`src/rtl/axi_crossbar_rd_decerr.sv`:
```
// axi_crossbar_rd_decerr
// Read-side decode-error responder. For each read command flagged with a
// decode error it plays out a full R burst (DECERR, zero data, matching ID)
// and then, optionally, strobes a completion back to the thread tracker.
// Commands without the decode-error flag are accepted and dropped.
//
// Build option: define AXI_DECERR_CPL_EN to include the CPL state and the
// m_cpl_valid/m_cpl_id completion strobe. Without it the completion outputs
// are tied to 0 and the burst returns straight to IDLE after its last beat.

module axi_crossbar_rd_decerr #(
   parameter int unsigned ID_WIDTH   = 8,
   parameter int unsigned DATA_WIDTH = 32
) (
   input  logic                  clk,
   input  logic                  rst,
   input  logic [ID_WIDTH-1:0]   s_rc_id,
   input  logic [7:0]            s_rc_len,
   input  logic                  s_rc_decerr,
   input  logic                  s_rc_valid,
   output logic                  s_rc_ready,
   output logic [ID_WIDTH-1:0]   m_axi_rid,
   output logic [DATA_WIDTH-1:0] m_axi_rdata,
   output logic [1:0]            m_axi_rresp,
   output logic                  m_axi_rlast,
   output logic                  m_axi_rvalid,
   input  logic                  m_axi_rready,
   output logic [ID_WIDTH-1:0]   m_cpl_id,
   output logic                  m_cpl_valid
);

   localparam int unsigned LEN_WIDTH = 8;
   localparam logic [1:0]  RESP_DECERR = 2'b11;

`ifdef AXI_DECERR_CPL_EN
   typedef enum logic [1:0] {
      IDLE = 2'd0,
      DATA = 2'd1,
      CPL  = 2'd2
   } state_t;
`else
   typedef enum logic [1:0] {
      IDLE = 2'd0,
      DATA = 2'd1
   } state_t;
`endif

   state_t               state;
   logic [ID_WIDTH-1:0]  id_reg;
   logic [LEN_WIDTH-1:0] count_reg;

`ifdef AXI_DECERR_CPL_EN
   logic                 cpl_valid_reg;
   logic [ID_WIDTH-1:0]  cpl_id_reg;
`endif

   // R data is never meaningful for an error burst; ID is the latched command ID
   assign m_axi_rdata = '0;
   assign m_axi_rid   = id_reg;

`ifdef AXI_DECERR_CPL_EN
   assign m_cpl_valid = cpl_valid_reg;
   assign m_cpl_id    = cpl_id_reg;
`else
   assign m_cpl_valid = 1'b0;
   assign m_cpl_id    = '0;
`endif

   // Command admission, burst countdown and completion sequencing
   always_ff @(posedge clk or posedge rst) begin
      if (rst) begin
         state        <= IDLE;
         id_reg       <= '0;
         count_reg    <= '0;
         s_rc_ready   <= 1'b0;
         m_axi_rvalid <= 1'b0;
         m_axi_rlast  <= 1'b0;
         m_axi_rresp  <= 2'b00;
`ifdef AXI_DECERR_CPL_EN
         cpl_valid_reg <= 1'b0;
         cpl_id_reg    <= '0;
`endif
      end else begin
`ifdef AXI_DECERR_CPL_EN
         cpl_valid_reg <= 1'b0;
`endif
         case (state)
            IDLE: begin
               s_rc_ready <= 1'b1;
               // Non-decerr commands handshake here and are simply dropped
               if (s_rc_valid && s_rc_ready && s_rc_decerr) begin
                  id_reg       <= s_rc_id;
                  count_reg    <= s_rc_len;
                  m_axi_rvalid <= 1'b1;
                  m_axi_rresp  <= RESP_DECERR;
                  m_axi_rlast  <= (s_rc_len == LEN_WIDTH'(0));
                  s_rc_ready   <= 1'b0;
                  state        <= DATA;
               end
            end

            DATA: begin
               if (m_axi_rvalid && m_axi_rready) begin
                  if (count_reg != LEN_WIDTH'(0)) begin
                     // rlast is registered one beat ahead of the final handshake
                     count_reg   <= count_reg - LEN_WIDTH'(1);
                     m_axi_rlast <= (count_reg == LEN_WIDTH'(1));
                  end else begin
                     m_axi_rvalid <= 1'b0;
                     m_axi_rlast  <= 1'b0;
                     m_axi_rresp  <= 2'b00;
`ifdef AXI_DECERR_CPL_EN
                     cpl_valid_reg <= 1'b1;
                     cpl_id_reg    <= id_reg;
                     state         <= CPL;
`else
                     s_rc_ready    <= 1'b1;
                     state         <= IDLE;
`endif
                  end
               end
            end

`ifdef AXI_DECERR_CPL_EN
            CPL: begin
               s_rc_ready <= 1'b1;
               state      <= IDLE;
            end
`endif

            default: begin
               s_rc_ready   <= 1'b0;
               m_axi_rvalid <= 1'b0;
               m_axi_rlast  <= 1'b0;
               m_axi_rresp  <= 2'b00;
               state        <= IDLE;
            end
         endcase
      end
   end

endmodule

```
`config.mk`:
```
export PLATFORM = sky130hd
export DESIGN_NAME = axi_crossbar_rd_decerr
export DESIGN_NICKNAME = d
export VERILOG_FILES = /design/src/rtl/axi_crossbar_rd_decerr.sv
export SDC_FILE = /design/constraint.sdc
export NUM_CORES = 1
export LEC_CHECK = 0
export BUFFER_PORTS_ARGS = -buffer_cell sky130_fd_sc_hd__clkbuf_2
export CAP_MARGIN = 20
export CORE_MARGIN = 2
export CORE_UTILIZATION = 40
export CTS_BUF_LIST = sky130_fd_sc_hd__clkbuf_2
export DETAILED_ROUTE_END_ITERATION = 10
export PLACE_DENSITY_LB_ADDON = 0.15
export SLEW_MARGIN = 20
export SYNTH_ARGS = -nofsm -noshare
export SYNTH_HDL_FRONTEND = slang
export SYNTH_SLANG_ARGS = --single-unit
```
`constraint.sdc`:
```
create_clock -name clk -period 1.8 [get_ports clk]
set_clock_uncertainty 0.15 [all_clocks]
set_input_delay 0 -clock clk [delete_from_list [all_inputs] [get_ports clk]]
set_output_delay 0 -clock clk [all_outputs]
set_load 0.02 [all_outputs]
```
* After elaboration in Yosys (flattened, before gate mapping)
Cells that the tools add are included.
Word-level totals: logic and storage cells 48, flip-flop bits (word level) 23, output and inout port bits 54
Operators by class: muxes and demuxes 22, reductions and logical operators 12, eq/ne operators 6, add/subtract/negate cells 1
Operators with widths (count):
- 8-bit two-way mux | 3
- 8-bit one-hot mux with 2 select lines | 1
- 1-bit two-way mux | 9
- 8-bit by 1-bit equality test with 1-bit output, second input constant | 1
- 8-bit zero test | 1
- 2-bit two-way mux | 4
- 2-bit inequality test, second input constant | 4
- 2-bit one-hot mux with 2 select lines | 2
- 8-bit nonzero test | 1
- 8-bit by 1-bit subtractor with 8-bit output, second input constant | 1
- 1-bit one-hot mux with 2 select lines | 3
- 2-bit AND reduction | 3
- 4-bit AND reduction | 1
- 1-bit logical AND | 3
- 3-bit AND reduction | 1
- 2-bit by 1-bit equality test with 1-bit output, second input constant | 1
- 2-bit zero test | 1
- 2-bit nonzero test | 1

* Longest topological paths before layout
word-level depth 4, mapped depth 6, mapped depth without buffers 6

* Worst setup path before layout
Ideal clock, no wire load.
path type register to register, start point reg count_reg[0], end point reg count_reg[6], setup slack 0.154 ns, setup time 0.077 ns, data required time 1.573 ns, clock period less this slack 1.646 ns, cell stages (with the launch flop) 7, arrival time 1.419 ns, cell sequence dfrtp_1 inv_1 ha_1 nor3b_1 a41o_1 a211o_1 a21oi_1
On the way: word-level cells in the longest chain between the ends 4, elaborated cells on any way between the ends 7, classes of those cells add/sub (1); eq/ne (1); mux (3); reduce/logical (2)
Ends and longest elaborated chain:
- start, declared | line 50 | logic [LEN_WIDTH-1:0] count_reg;
- start signal, assigned | line 93 | count_reg <= s_rc_len;
- start signal, assigned | line 106 | count_reg <= count_reg - LEN_WIDTH'(1);
- 8-bit by 1-bit subtractor with 8-bit output | line 106
- 8-bit two-way mux | line 104 | if (count_reg != LEN_WIDTH'(0)) begin
- 8-bit two-way mux | line 103 | if (m_axi_rvalid && m_axi_rready) begin
- 8-bit one-hot mux with 2 select lines | line 87 | case (state)
Parallel ways exist; a longest one is shown, timed or not. The select of a mux whose other input is x is not followed. A chain may end at the register's enable or synchronous reset.

* Worst setup path after layout
start point reg count_reg[5], end point reg count_reg[2]
On the way: word-level cells in the longest chain between the ends 3
Ends and longest elaborated chain (line):
- 8-bit nonzero test | 104
- 2-bit inequality test (no source line)
- 4-bit AND reduction (no source line)
No other way between the ends.

==> results.json <==
{
  "status": "finished, final reports clean",
  "row_count": 21,
  "layout_commonest_cell": "conb_1",
  "synth_top_family_by_area": "buffers and inverters",
  "worstSetupPathType": "reg -> reg",
  "fmax_mhz": 564,
  "start_kind": "register",
  "rsz0062_at_grt": "yes",
  "cts_made_buffers": 3,
  "yosysSeqAreaShare_pct": 35.0,
  "drc": 0,
  "synth_edf_count": 0,
  "final_antenna_net_count": 0,
  "drtIter0Drc": 44,
  "vias_per_cell": 4.46,
  "grt_antenna_before_repair": 0,
  "slowest_stage": "dfrtp_2",
  "synthMuxAreaShare_pct": 2.95,
  "multi_input_area_um2": 723,
  "drive_gt1_share_pct": 31.0,
  "ff2ff_setup_slack_ps": 30,
  "hold_violations": 0,
  "path_max_fanout": 5,
  "drv_cap": 0,
  "die_w_um": 62.3,
  "pwr_density_cell_nw_per_um2": 1180,
  "period_share_pct": 98.5,
  "finish.utilization_pct": 52.9,
  "grt_pass1_wl_um": 4970,
  "synth-simple-area-share_pct": 20.3,
  "gp_congestion": 0.789,
  "cts_tree": "yes",
  "n_antenna_cell": 0,
  "grt_max_degree": 20,
  "nFillCells": 340,
  "synth_warnings": 0,
  "synth_xor_area_share_pct": 0,
  "first_global_vias": 1143,
  "synth-seq-cells": 19,
  "cp.required_ps": 1860,
  "first_pass_iters": 4,
  "crit_family": "flip-flops",
  "async_flop_share_pct": 100,
  "synth-compound-area-share_pct": 12.2,
  "seqCellArea_um2": 479,
  "die_area_um2": 3880,
  "die_h_um": 62.3,
  "nets": 241,
  "syn_area_per_cell_um2": 8.88,
  "clock_sinks": 19,
  "wire_per_inst_um": 11.6,
  "holdCritPathClass": "in -> reg",
  "worst_pin_slew_ps": 745,
  "gr-total-overflow": 0,
  "syn_inst": 153,
  "worstSetupEndpointType": "register",
  "worstPathCellList": "nor4_4 -> a31oi_4 -> buf_4 -> a211oi_2 -> a311oi_1",
  "start_util_pct": 41.0,
  "cp_num_buf_inv": 1,
  "wl_um": 3040,
  "arrival_ps": 1830,
  "final_cell_mix": "conb_1 (41), clkbuf_2 (37), nand2_1 (28), dlygate4sd3_1 (18), dfrtp_1 (16)",
  "synthAdderAreaFrac_pct": 2.76,
  "synth_cell_types": 41,
  "min_period_ps": 1770,
  "cts_root_buf": "clkbuf_2",
  "io_pins": 75,
  "port_buffers": 33,
  "area_delta_synth_final_pct": 29.0,
  "slew_violations": 0,
  "synthFlopType": "dfrtp_1",
  "fin_tns_setup_ps": 0,
  "clk_pin_slew_worst_paths_ps": 190,
  "relSlewSlack_pct": 50.3,
  "clock_path_buffers": 2,
  "track_usage_pct": 15.8,
  "cpPeakStageDelay_ps": 490,
  "power.leakage_nw": 0.902,
  "final-setup-viol-count": 0,
  "ir_drop_uv": 475,
  "htree_levels": 1,
  "dp_hpwl_um": 2250,
  "clk-insertion-delay-late_ps": 310,
  "syn_area_um2": 1360,
  "core_um2": 3310,
  "hold_ws_ps": 65.0,
  "vias": 1168
}
[where the power goes]
part | leakage [nW] | total (mW) | internal [mW] | switching [mW]
sequential | 0.228 | 0.773 | 0.586 | 0.188
combinational | 0.656 | 1.11 | 0.486 | 0.620
clock | 0.0166 | 0.193 | 0.0589 | 0.134
[logic make-up (layout without fill, tap and decap cells)]
kind of cell               Yosys count  after routing
AOI/OAI and AO/OA                   20             20
adders and majority gates            3              3
buffers and inverters               51             74
DFF                                 19             19
muxes                                4              4
other                                1             41
and+or+nand+nor                     55             55
[layer usage]
layer | track usage [%] | part of all wire (%)
met3 | 3.08 | 4.2
met2 | 27.6 | 52
met1 | 18.8 | 42
met4 | 6.94 | 1.7
met5 | 0 | 0
[final timing paths]
check	from	to	cells after the start
worst max-delay path	count_reg[5]$_DFFE_PP0P_	count_reg[2]$_DFFE_PP0P_	5
worst min-delay path	s_rc_decerr	count_reg[3]$_DFFE_PP0P_	5
worst max register to register	count_reg[5]$_DFFE_PP0P_	count_reg[2]$_DFFE_PP0P_	5
worst min register to register	m_axi_rid[7]$_DFFE_PP0P_	m_axi_rid[7]$_DFFE_PP0P_	2
max in group asynchronous	rst	count_reg[3]$_DFFE_PP0P_	3
min in group asynchronous	rst	m_axi_rid[7]$_DFFE_PP0P_	3
[worst reg2reg max path, delay by kind of cell (launching register included)]
kind	cells	cell delay, ps
flip-flops	1	490
buffers and inverters	1	180
AND/OR/NAND/NOR	1	390
AO/OA/AOI/OAI	3	460
[cell usage after synthesis, types with 2 or more instances]
library cell	n	area share (%)
nand2_1	28	7.7
a21oi_1	2	0.74
nor3_1	5	1.8
buf_4	43	24
nor3b_1	2	1.1
a311oi_1	2	1.3
mux2i_1	4	2.9
a211o_1	2	1.3
inv_1	4	1.1
dfrtp_1	19	35
a211oi_1	2	1.1
nor2_1	7	1.9
ha_1	3	2.8
nand3_1	3	1.1
[area by class of cell]
class / instances / area share [%]
Sequential cell: 19 / 27.3
Tap cell: 46 / 3.28
Timing Repair Buffer: 65 / 25.9
Clock buffer: 4 / 1.14
Inverter: 5 / 1.07
Multi-Input combinational cell: 123 / 41.3
[metrics by stage]
step,cells,power (mW),worst slack [ps],area [µm²]
floorplan,193,1.48,154,1510
global placement,236,1.69,87.8,1460
detailed placement,236,1.71,11.4,1460
CTS,259,1.95,0.605,1670
global route,262,2.23,-49.7,1750
finish,262,2.07,27.3,1750
[timing repair]
item	in CTS	in global routing
pin swaps	0	4
setup buffers	1	3
hold endpoints to repair	38	0
hold buffers	18	0
resized for setup	0	15
setup endpoints to repair	1	9
(Power assumes the default switching activity.)
